==> src/rtl/edge_fsm_pkg.sv <==
// Shared types and constants for the multi-channel debounced edge tracker.
package edge_fsm_pkg;

    // Per-channel tracker state; IDLE waits for the first sample after reset
    typedef enum logic [2:0] {
        IDLE = 3'd0,
        LOW  = 3'd1,
        L2H  = 3'd2,
        HIGH = 3'd3,
        H2L  = 3'd4
    } edge_state_t;

    // Edge-select mode encodings; 2'b11 is reserved and treated as MODE_BOTH
    localparam logic [1:0] MODE_RISE = 2'b00;
    localparam logic [1:0] MODE_FALL = 2'b01;
    localparam logic [1:0] MODE_BOTH = 2'b10;

endpackage

==> src/rtl/edge_fsm_chan.sv <==
// One channel of the debounced edge tracker: state machine, debounce counter,
// registered level and registered one-cycle edge strobe.
// hit is the combinational "accepted and mode-selected" strobe that edge_pulse
// will show on the next cycle; the top uses it to count events in step with edge_pulse.
module edge_fsm_chan
    import edge_fsm_pkg::*;
#(
    parameter int DB_CYC = 2
) (
    input  logic clk,
    input  logic reset,
    input  logic in,
    input  logic rise_en,
    input  logic fall_en,
    output logic edge_pulse,
    output logic level,
    output logic hit
);

    localparam int DBW = $clog2(DB_CYC + 1);

    edge_state_t     state, next_state;
    logic [DBW-1:0]  db_cnt, next_db;
    logic            rise_acc, fall_acc;

    // State, debounce count, level and strobe registers
    always_ff @(posedge clk or negedge reset) begin
        if (!reset) begin
            state      <= IDLE;
            db_cnt     <= '0;
            level      <= 1'b0;
            edge_pulse <= 1'b0;
        end else begin
            state      <= next_state;
            db_cnt     <= next_db;
            level      <= (next_state == HIGH) || (next_state == H2L);
            edge_pulse <= hit;
        end
    end

    // Next-state logic; completion is tested before increment so db_cnt never wraps
    always_comb begin
        next_state = state;
        next_db    = db_cnt;
        rise_acc   = 1'b0;
        fall_acc   = 1'b0;
        case (state)
            IDLE: begin
                next_db    = '0;
                next_state = in ? HIGH : LOW;
            end
            LOW: begin
                if (in) begin
                    if (DB_CYC == 1) begin
                        next_state = HIGH;
                        rise_acc   = 1'b1;
                    end else begin
                        next_state = L2H;
                        next_db    = DBW'(1);
                    end
                end
            end
            L2H: begin
                if (!in) begin
                    next_state = LOW;
                    next_db    = '0;
                end else if (int'(db_cnt) + 1 == DB_CYC) begin
                    next_state = HIGH;
                    next_db    = '0;
                    rise_acc   = 1'b1;
                end else begin
                    next_db = db_cnt + DBW'(1);
                end
            end
            HIGH: begin
                if (!in) begin
                    if (DB_CYC == 1) begin
                        next_state = LOW;
                        fall_acc   = 1'b1;
                    end else begin
                        next_state = H2L;
                        next_db    = DBW'(1);
                    end
                end
            end
            H2L: begin
                if (in) begin
                    next_state = HIGH;
                    next_db    = '0;
                end else if (int'(db_cnt) + 1 == DB_CYC) begin
                    next_state = LOW;
                    next_db    = '0;
                    fall_acc   = 1'b1;
                end else begin
                    next_db = db_cnt + DBW'(1);
                end
            end
            default: begin
                next_state = IDLE;
                next_db    = '0;
            end
        endcase
        hit = (rise_acc && rise_en) || (fall_acc && fall_en);
    end

endmodule

==> src/rtl/edge_fsm_multi.sv <==
// Multi-channel debounced level/edge tracker.
// CH independent channels, each debounced over DB_CYC samples, with a
// runtime-selectable edge mode shared by all channels.
// Optional feature macro: EDGE_CNT_EN adds saturating per-channel event
// counters with synchronous clear; without it evt_cnt is tied to 0.
module edge_fsm_multi
    import edge_fsm_pkg::*;
#(
    parameter int CH     = 4,
    parameter int DB_CYC = 2,
    parameter int CNT_W  = 8
) (
    input  logic                clk,
    input  logic                reset,
    input  logic [CH-1:0]       in,
    input  logic [1:0]          mode,
    input  logic                clr,
    output logic [CH-1:0]       edge_pulse,
    output logic [CH-1:0]       level,
    output logic [CH*CNT_W-1:0] evt_cnt
);

    logic          rise_en, fall_en;
    logic [CH-1:0] hit;

    // Reserved mode 2'b11 falls in with MODE_BOTH through the mode[1] term
    assign rise_en = (mode == MODE_RISE) || mode[1];
    assign fall_en = (mode == MODE_FALL) || mode[1];

    for (genvar k = 0; k < CH; k++) begin : g_chan
        edge_fsm_chan #(
            .DB_CYC (DB_CYC)
        ) u_chan (
            .clk        (clk),
            .reset      (reset),
            .in         (in[k]),
            .rise_en    (rise_en),
            .fall_en    (fall_en),
            .edge_pulse (edge_pulse[k]),
            .level      (level[k]),
            .hit        (hit[k])
        );

`ifdef EDGE_CNT_EN
        logic [CNT_W-1:0] cnt;

        // Saturating event counter, advancing on the edge that raises edge_pulse; clear wins
        always_ff @(posedge clk or negedge reset) begin
            if (!reset) begin
                cnt <= '0;
            end else if (clr) begin
                cnt <= '0;
            end else if (hit[k] && (cnt != '1)) begin
                cnt <= cnt + 1'b1;
            end
        end

        assign evt_cnt[k*CNT_W +: CNT_W] = cnt;
`endif
    end

`ifndef EDGE_CNT_EN
    logic unused_cnt_inputs;

    assign evt_cnt           = '0;
    assign unused_cnt_inputs = clr ^ (^hit);
`endif

endmodule

==> config.mk <==
export PLATFORM = sky130hd
export DESIGN_NAME = edge_fsm_multi
export DESIGN_NICKNAME = d
export VERILOG_FILES = /design/src/rtl/edge_fsm_pkg.sv /design/src/rtl/edge_fsm_chan.sv /design/src/rtl/edge_fsm_multi.sv
export SDC_FILE = /design/constraint.sdc
export NUM_CORES = 1
export LEC_CHECK = 0
export ABC_AREA = 1
export CAP_MARGIN = 20
export CORE_MARGIN = 2
export CORE_UTILIZATION = 44
export CTS_CLUSTER_SIZE = 40
export DETAILED_ROUTE_END_ITERATION = 8
export GPL_TIMING_DRIVEN = 0
export PLACE_DENSITY_LB_ADDON = 0.15
export SLEW_MARGIN = 20
export SYNTH_ARGS = -nofsm -noshare
export SYNTH_HDL_FRONTEND = slang
export SYNTH_SLANG_ARGS = --single-unit
==> constraint.sdc <==
create_clock -name clk -period 1.2 [get_ports clk]
set_clock_uncertainty 0.15 [all_clocks]
set_input_delay 0.12 -clock clk [delete_from_list [all_inputs] [get_ports clk]]
set_output_delay 0.12 -clock clk [all_outputs]
set_load 0.01 [all_outputs]
Yosys cells after proc, flatten, opt, wreduce, memory -nomap -nowiden
Cells that the tools add are included.
{"block": "totals", "reg_bits": 28, "latch_bits": 0, "mem_bits_rw": 0, "romBits": 0, "output_inout_bits": 40, "word_cells": 164, "memories": 0}
{"block": "op_classes", "add_sub_neg": 8, "n_mul": 0, "n_div": 0, "magnitude_cmp": 0, "n_eq_ne": 37, "shift": 0, "mux": 76, "n_bitwise": 0, "reduce_logical": 27}
{"operator": "$eq 32x3->1 const B", "n": 4}
{"operator": "$mux 3", "n": 24}
{"operator": "$pmux 3 s5", "n": 4}
{"operator": "$mux 2", "n": 24}
{"operator": "$eq 3x2->1 const B", "n": 12}
{"operator": "$pmux 2 s4", "n": 4}
{"operator": "$eq 3x3->1 const B", "n": 8}
{"operator": "$mux 1", "n": 20}
{"operator": "$ne 2x2->1 const B", "n": 8}
{"operator": "$add 2x1->3 const B", "n": 4}
{"operator": "$eq 3x1->1 const B", "n": 4}
{"operator": "$logic_not 3->1", "n": 4}
{"operator": "$logic_or 1x1->1", "n": 10}
{"operator": "$add 2x1->2 const B", "n": 4}
{"operator": "$logic_and 1x1->1", "n": 8}
{"operator": "$reduce_and 2->1", "n": 4}
{"operator": "$eq 2x1->1 const B", "n": 1}
{"operator": "$logic_not 2->1", "n": 1}

Longest topological paths before layout
Gate-level depths: netlist of the first run.
{"block": "depth", "ltp_word": 7, "depth_mapped": 8}

Cells and area by module
A second synthesis of the first run with hierarchy kept.
{"block": "unflattened", "hier_cells": 262, "area_unflattened_um2": 1845.5}
{"module": "edge_fsm_chan at g_chan[0].u_chan ...", "instances": 3, "cells_per_inst": 57, "area_per_inst_um2": 394.1, "seq_area_each_um2": 175.2}
{"module": "edge_fsm_chan at g_chan[3].u_chan", "instances": 1, "cells_per_inst": 54, "area_per_inst_um2": 404.1, "seq_area_each_um2": 175.2}
{"module": "edge_fsm_multi", "instances": 1, "cells_per_inst": 37, "area_per_inst_um2": 259.0, "seq_area_each_um2": 0.0}

Least setup slack after synthesis of the first run
Ideal clock, no wire load.
{"block": "synth_timing", "path_kind": "flip-flop to flip-flop", "from": "register g_chan[2].u_chan.state[0]", "to": "register g_chan[2].u_chan.db_cnt[1]", "setup_time_ns": 0.077, "t_arrival_ns": 0.936, "t_required_ns": 0.973, "setup_slack_ns": 0.037, "path_stages_with_launch": 7, "period_less_slack_ns": 1.163, "cell_sequence": "dfrtp_1 > buf_6 > nor2_2 > nand2_1 > a21oi_1 > o21ai_1 > a21oi_1"}
{"block": "synth_via", "elab_chain_len": 3, "elab_cells_between_ends": 8, "cone_classes": "eq/ne (6); mux (1); reduce/logical (1)"}
{"element": "start: declaration", "line_no": "edge_fsm_chan.sv:22", "rtl": "edge_state_t state, next_state;"}
{"element": "start signal: assignment", "line_no": "edge_fsm_chan.sv:34", "rtl": "state <= next_state;"}
{"element": "$eq 3x2->1 / $eq 3x1->1 (equally long branches)", "line_no": "edge_fsm_chan.sv:47", "rtl": "case (state)"}
{"element": "$ne 2x2->1 (no line)"}
{"element": "$reduce_and 2->1 (no line)"}
{"element": "end signal: assignment", "line_no": "edge_fsm_chan.sv:35", "rtl": "db_cnt <= next_db;"}
{"element": "end: declaration", "line_no": "edge_fsm_chan.sv:23", "rtl": "logic [DBW-1:0] db_cnt, next_db;"}
Parallel ways exist; a longest one is shown, timed or not.
A chain may end at the register's enable or synchronous reset.

Worst setup path after layout of the first run
{"block": "layout_timing", "from": "register g_chan[3].u_chan.state[0]", "to": "register g_chan[3].u_chan.db_cnt[1]"}
{"block": "layout_via", "elab_chain_len": 3, "elab_cells_between_ends": 8, "cone_classes": "eq/ne (6); mux (1); reduce/logical (1)"}
{"element": "start: declaration", "line_no": "edge_fsm_chan.sv:22"}
{"element": "start signal: assignment", "line_no": "edge_fsm_chan.sv:34"}
{"element": "$eq 3x2->1 / $eq 3x1->1 (equally long branches)", "line_no": "edge_fsm_chan.sv:47"}
{"element": "$ne 2x2->1 (no line)"}
{"element": "$reduce_and 2->1 (no line)"}
{"element": "end signal: assignment", "line_no": "edge_fsm_chan.sv:35"}
{"element": "end: declaration", "line_no": "edge_fsm_chan.sv:23"}
Parallel ways exist; a longest one is shown, timed or not.

==> results of run 1 <==
-- cells in the final DEF, fill, tap and decap left out, types with 3 or more instances in the layout --
cell and n:
inv_1 25, dfrtp_1 20, o21ai_2 3, nor2_2 6
buf_6 3, buf_4 49, buf_2 9, nand4_1 13
clkbuf_8 3, conb_1 32, nand3_2 9, dfrtp_2 8
nand2_1 36, a21oi_1 6, nand3_1 11, nor2_4 6
nand2_2 10, inv_2 13, o21ai_1 14, nor2_1 8
-- kinds of logic (layout without fill, tap and decap cells) --
kind of cell | after synthesis | after routing | synth area share, %
AO/OA/AOI/OAI | 32 | 32 | 9.75
buffers and inverters | 83 | 109 | 25.9
flip-flops | 28 | 28 | 38.4
other | 1 | 32 | 0.206
AND/OR/NAND/NOR | 103 | 103 | 25.7
-- worst min-delay path by stage --
stage                                                         to  slack, ns  cells after the start
after floorplan           g_chan[0].u_chan.db_cnt[0]$_DFFE_PN0P_      -0.33                      0
after global placement       g_chan[3].u_chan.state[1]$_DFF_PN0_       0.30                      3
after detailed placement     g_chan[1].u_chan.state[0]$_DFF_PN0_       0.02                      1
after CTS                    g_chan[3].u_chan.state[1]$_DFF_PN0_       0.02                      3
after global routing         g_chan[3].u_chan.state[1]$_DFF_PN0_       0.03                      3
final                        g_chan[3].u_chan.state[1]$_DFF_PN0_       0.03                      3
-- area by class of cell --
type	count	area, µm²	share of cell area, %
Buffer	43	322	13.3
Clock buffer	3	41.3	1.70
Inverter	40	158	6.50
Multi-Input combinational cell	167	960	39.6
Sequential cell	28	711	29.3
Tap cell	50	62.6	2.58
Timing Repair Buffer	23	173	7.12
-- flip-flops by register name (all words and copies together), names as in the netlist --
name,flops
g_chan.u_chan.edge_pulse,4
g_chan.u_chan.level,4
g_chan.u_chan.state,12
g_chan.u_chan.db_cnt,8
-- layer usage --
| metal | global-route usage, % | up-vias | share of wire, % |
|---|---|---|---|
| met5 | 0 | - | 0 |
| li1 | - | 838 | - |
| met4 | 3.50 | 0 | 1.6 |
| met3 | 3.45 | 6 | 3.7 |
| met1 | 17.9 | 722 | 42 |
| met2 | 26.3 | 35 | 52 |
-- through the flow --
stage	instances	util, %	hold slack, ns
2_1_floorplan	278	-	-0.326
3_3_place_gp	341	53.3	0.304
3_5_place_dp	341	53.2	0.0214
4_1_cts	347	55.5	0.0155
5_1_grt	354	60.7	0.0281
6_report	354	60.7	0.0343
-- report_power, final --
group | leakage [nW] | switching, W | internal (W)
Combinational | 0.986 | 0.00139 | 0.00107
Clock | 0.0216 | 0.000257 | 0.000225
Sequential | 0.349 | 0.000365 | 0.00127
Total | 1.36 | 0.00201 | 0.00257
-- timing repair --
action                     in CTS  in global routing
setup endpoints to repair      26                 28
buffers inserted                2                  7
resized for setup              54                 47
hold buffers                    1                  0
hold endpoints to repair       28                  0
pin swaps                      11                 18
cloned                          0                  0
-- worst max-delay path, delay by kind of cell (launching register included) --
family / cells / cell delay (ns)
simple gates: 2 / 0.27
flops: 1 / 0.43
compound gates: 3 / 0.41
==> metrics.cfg, run 1 <==
[drt]
drtIter0Drc = 77
vias_per_cell = 4.52
vias = 1601
ant_nets = 0
dr.pass1.iters = 4
wire_per_inst_um = 9.90
wirelength_mm = 3.50
drc = 0

[layout]
design_area_um2 = 2430
areaGrowthSynthToFinish_pct = 33.1
diodes = 0
drive_gt1_share_pct = 43.4
layout.nets = 315
fillers = 382

[sta]
setup_slack_ns = -0.133
finalMaxSlewViolations = 0
setup_tns_ns = -1.02
rsz0062_at_grt = true
max_freq_mhz = 750
setup_viol = 17
fin_crit_ns = 1.33
relSlewSlack_pct = 59.0
timing.final.crit_share_pct = 111
hold_viol_final = 0
tightest_slew_ns = 0.616

[grt]
grt_antenna_before_repair = 0
overflow = 0
grt_max_degree = 29
grtUsageTotal_pct = 14.8
grt_pass1_vias = 1304
grt_pass1_wl_mm = 5.26

[clock_network]
cts_sinks = 28
clk_latency_ns = 0.26
cts_tree = done
clk_pin_slew_ns = 0.08
clk_path_buf_depth = 2
cts_root_buf = clkbuf_8
htreeDepth = 1
cts_buffers = 3

[run_status]
violations = negative setup slack
outcome = finished, violations left

[synthesis]
syn_inst = 247
ys_warn_count = 0
synth_area_um2 = 1820
synthTopCellsByCount = nand2_1 (47), buf_4 (40), dfrtp_1 (28), inv_1 (28)
post-synth-top-count-cell = nand2_1
syn-mean-instance-area_um2 = 7.38
synth_edf_count = 0
yosys_most_used_dff = dfrtp_1
synth-seq-cells = 28
synth_top_area_share_pct = 38.4
synthArstFlopShare_pct = 100
post_synth_main_area_contributors = dfrtp_1 (38%), buf_4 (16%), nand2_1 (9.7%), inv_1 (5.8%), nand3_1 (4.9%)
synth.distinct_cells = 24
synth.largest_area_cell = dfrtp_1
seq_area_frac_synth_pct = 38.4

[place]
dp_slack_ns = -0.349
dpl.hpwl_mm = 2.39
dpl_cell_area_um2 = 2130
place.gp.congestion = 0.838
port_buffers = 13

[setup_path]
worstPathRequired_ns = 1.25
crit_chain = nor2_2 > nand2_4 > a21oi_1 > o21ai_1 > a21oi_1
crit_slowest_cell = dfrtp_1
critPathMaxStageDelay_ns = 0.43
reg2reg_from = g_chan[3].u_chan.state[0]$_DFF_PN0_
cp-end-kind = flop
reg2reg_slack_ns = -0.13
reg2reg_to = g_chan[3].u_chan.db_cnt[1]$_DFFE_PN0P_
crit_type = reg -> reg
worstPathArrival_ns = 1.38
cp-start-kind = flop
cp-startpoint = g_chan[3].u_chan.state[0]$_DFF_PN0_
crit_top_cell = a21oi_1
rr_worst_depth = 5
crit_end = g_chan[3].u_chan.db_cnt[1]$_DFFE_PN0P_
path_max_fanout = 4

[die]
dieArea_um2 = 4670
pin_count = 49
die_h_um = 68.4
die_w_um = 68.4
core_um2 = 4000
row_count = 23
start_util_pct = 45.6

[worst_hold_path]
hp-class = in -> reg
worstHoldStart = in[3]

[pwr]
leakagePower_nw = 1.36
ir_worst_vdd_uv = 1360
powerDensity_nw_per_um2 = 1890
power_w = 0.00458

[flow_run]
drv_cap = 0

Power figures use the tool's default switching activity.
==> inputs of run 2 (changes only) <==
--- a/config.mk
+++ b/config.mk
@@ -6,6 +6,7 @@
 export NUM_CORES = 1
 export LEC_CHECK = 0
 export ABC_AREA = 1
+export ABC_CLOCK_PERIOD_IN_PS = 1200
 export CAP_MARGIN = 20
 export CORE_MARGIN = 2
 export CORE_UTILIZATION = 44
@@ -13,7 +14,6 @@
 export DETAILED_ROUTE_END_ITERATION = 8
 export GPL_TIMING_DRIVEN = 0
 export PLACE_DENSITY_LB_ADDON = 0.15
-export SLEW_MARGIN = 20
 export SYNTH_ARGS = -nofsm -noshare
 export SYNTH_HDL_FRONTEND = slang
 export SYNTH_SLANG_ARGS = --single-unit
==> run 2 against run 1 <==
- the flow still finishes with violations (negative setup slack)
- sequential power hardly changed
- count of clock-buffer cells in the layout rose by 1
- flip-flop and latch count unchanged
- final area rose by 1.8%
- register-to-register slack improved by 0.04 ns
- die area stayed put
==> metrics.cfg, run 2 (same netlist as run 1, synthesis figures left out) <==
[run_status]
outcome = finished, violations left  ; unchanged
violations = negative setup slack  ; unchanged

[place]
place.gp.congestion = 0.838  ; unchanged
port_buffers = 13  ; unchanged
dpl.hpwl_mm = 2.51  ; was 2.39 mm
dp_cells = 342  ; was 341

[drt]
dr.pass1.iters = 4  ; unchanged
drtIter0Drc = 67  ; was 77
vias_per_cell = 4.52  ; about the same
ant_nets = 0  ; unchanged
wire_per_inst_um = 9.82  ; was 9.90 µm
vias = 1618  ; was 1,601
drc = 0  ; unchanged
wirelength_mm = 3.52  ; was 3.50 mm

[sta]
finalMaxSlewViolations = 0  ; unchanged
rsz0062_at_grt = true  ; unchanged
max_freq_mhz = 776  ; was 750 MHz
setup_slack_ns = -0.0890  ; was -0.133 ns
hold_viol_final = 0  ; unchanged
timing.final.crit_share_pct = 107  ; was 111%
fin_crit_ns = 1.29  ; was 1.33 ns
setup_tns_ns = -0.717  ; was -1.02 ns
tightest_slew_ns = 0.618  ; was 0.616 ns
relSlewSlack_pct = 58.7  ; was 59.0%
setup_viol = 15  ; was 17

[die]
die_h_um = 68.4  ; unchanged
pin_count = 49  ; unchanged
start_util_pct = 45.6  ; unchanged
dieArea_um2 = 4670  ; unchanged
core_um2 = 4000  ; unchanged
row_count = 23  ; unchanged
die_w_um = 68.4  ; unchanged

[layout]
areaGrowthSynthToFinish_pct = 35.5  ; was 33.1%
diodes = 0  ; unchanged
drive_gt1_share_pct = 41.2  ; was 43.4%
final_cell_mix = buf_4 (50), nand2_1 (39), conb_1 (32)  ; was buf_4 (49), nand2_1 (36), conb_1 (32)
mostFrequentLayoutCell = buf_4  ; unchanged
largest_register_ffs = 12  ; unchanged
regMostFlops = g_chan.u_chan.state  ; unchanged
layout.nets = 318  ; was 315
final_cells = 358  ; was 354
top_regs = g_chan.u_chan.state x12, g_chan.u_chan.db_cnt x8  ; unchanged
fillers = 383  ; was 382

[setup_path]
cpLargestDelayFamily = flip-flops  ; unchanged
crit_chain = buf_4 > nor2_4 > nand2_2 > o21ai_1 > nand2_1 > nand2_1  ; was nor2_2 > nand2_4 > a21oi_1 > o21ai_1 > a21oi_1
crit_type = reg -> reg  ; unchanged
cp-start-kind = flop  ; unchanged
worstPathArrival_ns = 1.36  ; was 1.38 ns
path_max_fanout = 6  ; was 4
crit_slowest_cell = dfrtp_2  ; was dfrtp_1
crit_top_cell = nand2_1  ; was a21oi_1
cp-end-kind = flop  ; unchanged
reg2reg_slack_ns = -0.09  ; was -0.13 ns
timing.critical_path.buf_inv = 1  ; was 0
critPathMaxStageDelay_ns = 0.47  ; was 0.43 ns
worstPathRequired_ns = 1.27  ; was 1.25 ns

[grt]
grt_pass1_vias = 1369  ; was 1,304
overflow = 0  ; unchanged
grt_antenna_before_repair = 0  ; unchanged
grt_max_degree = 18  ; was 29
grt_pass1_wl_mm = 5.73  ; was 5.26 mm
grtUsageTotal_pct = 16.1  ; was 14.8%

[clock_network]
cts_tree = done  ; unchanged
cts_root_buf = clkbuf_8  ; unchanged
clk_pin_slew_ns = 0.09  ; was 0.08 ns
cts_buffers = 3  ; unchanged
htreeDepth = 1  ; unchanged
clk_latency_ns = 0.27  ; was 0.26 ns
cts_sinks = 28  ; unchanged
clk_path_buf_depth = 2  ; unchanged

[pwr]
powerDensity_nw_per_um2 = 1940  ; was 1890 nW/µm²
ir_worst_vdd_uv = 1320  ; was 1360 µV
power_w = 0.00478  ; was 0.00458 W
leakagePower_nw = 1.37  ; was 1.36 nW

[flow_run]
drv_cap = 0  ; unchanged

[worst_hold_path]
hp-class = in -> reg  ; unchanged

[run 2: per-layer routing]
layer	wire, µm	GRT usage (%)	share of wire (%)
met1	1530	20.8	44
met2	1820	27.7	52
met3	147	3.45	4.2
met4	19	3.75	0.54
met5	0	0	0
[run 2: path summary, 6_finish.rpt]
check	startpoint	to	cells after the start
max	g_chan[0].u_chan.state[0]$_DFF_PN0_	g_chan[0].u_chan.level$_DFF_PN0_	6
min reg2reg	g_chan[0].u_chan.db_cnt[1]$_DFFE_PN0P_	g_chan[0].u_chan.db_cnt[1]$_DFFE_PN0P_	2
max reg2reg	g_chan[0].u_chan.state[0]$_DFF_PN0_	g_chan[0].u_chan.level$_DFF_PN0_	6
min	in[3]	g_chan[3].u_chan.state[1]$_DFF_PN0_	3
min in group asynchronous	reset	g_chan[1].u_chan.db_cnt[0]$_DFFE_PN0P_	1
max in group asynchronous	reset	g_chan[2].u_chan.state[2]$_DFF_PN0_	2
[run 2: tightest hold or removal path: cells and delay by family]
| family | cells | cell delay, ns |
|---|---|---|
| buffers and inverters | 1 | 0.15 |
| and+or+nand+nor | 2 | 0.14 |
[run 2: final cells by class]
class | instances | area (µm²) | share of cell area [%]
multi-input combinational | 167 | 915 | 37.0
sequential | 28 | 709 | 28.7
buffer | 41 | 307 | 12.4
timing repair buffer | 28 | 262 | 10.6
inverter | 40 | 160 | 6.48
tap | 50 | 62.6 | 2.53
clock buffer | 4 | 55.1 | 2.23
[run 2: metrics by stage]
step	worst slack (ns)	utilization, %	hold WS (ns)	instance area, µm²
after floorplan	0.0367	-	-0.326	1940
after global placement	-0.553	53.3	0.304	2130
after detailed placement	-0.347	54.0	0.304	2160
final	-0.0890	61.7	0.0236	2470
after CTS	-0.0843	56.8	0.00691	2270
after global routing	-0.168	61.7	0.0197	2470
[run 2: timing repair]
item	CTS	global route
setup buffers	6	8
gates resized for setup	49	46
setup endpoints to repair	26	32
hold buffers	0	0
pin swaps	11	19
[run 2: report_power, final]
part | internal [W] | total, W | leakage [nW] | switching, W
registers | 0.00127 | 0.00163 | 0.350 | 0.000356
logic | 0.00116 | 0.00258 | 0.996 | 0.00142
clock network | 0.000294 | 0.000572 | 0.0288 | 0.000278
total | 0.00273 | 0.00478 | 1.37 | 0.00206
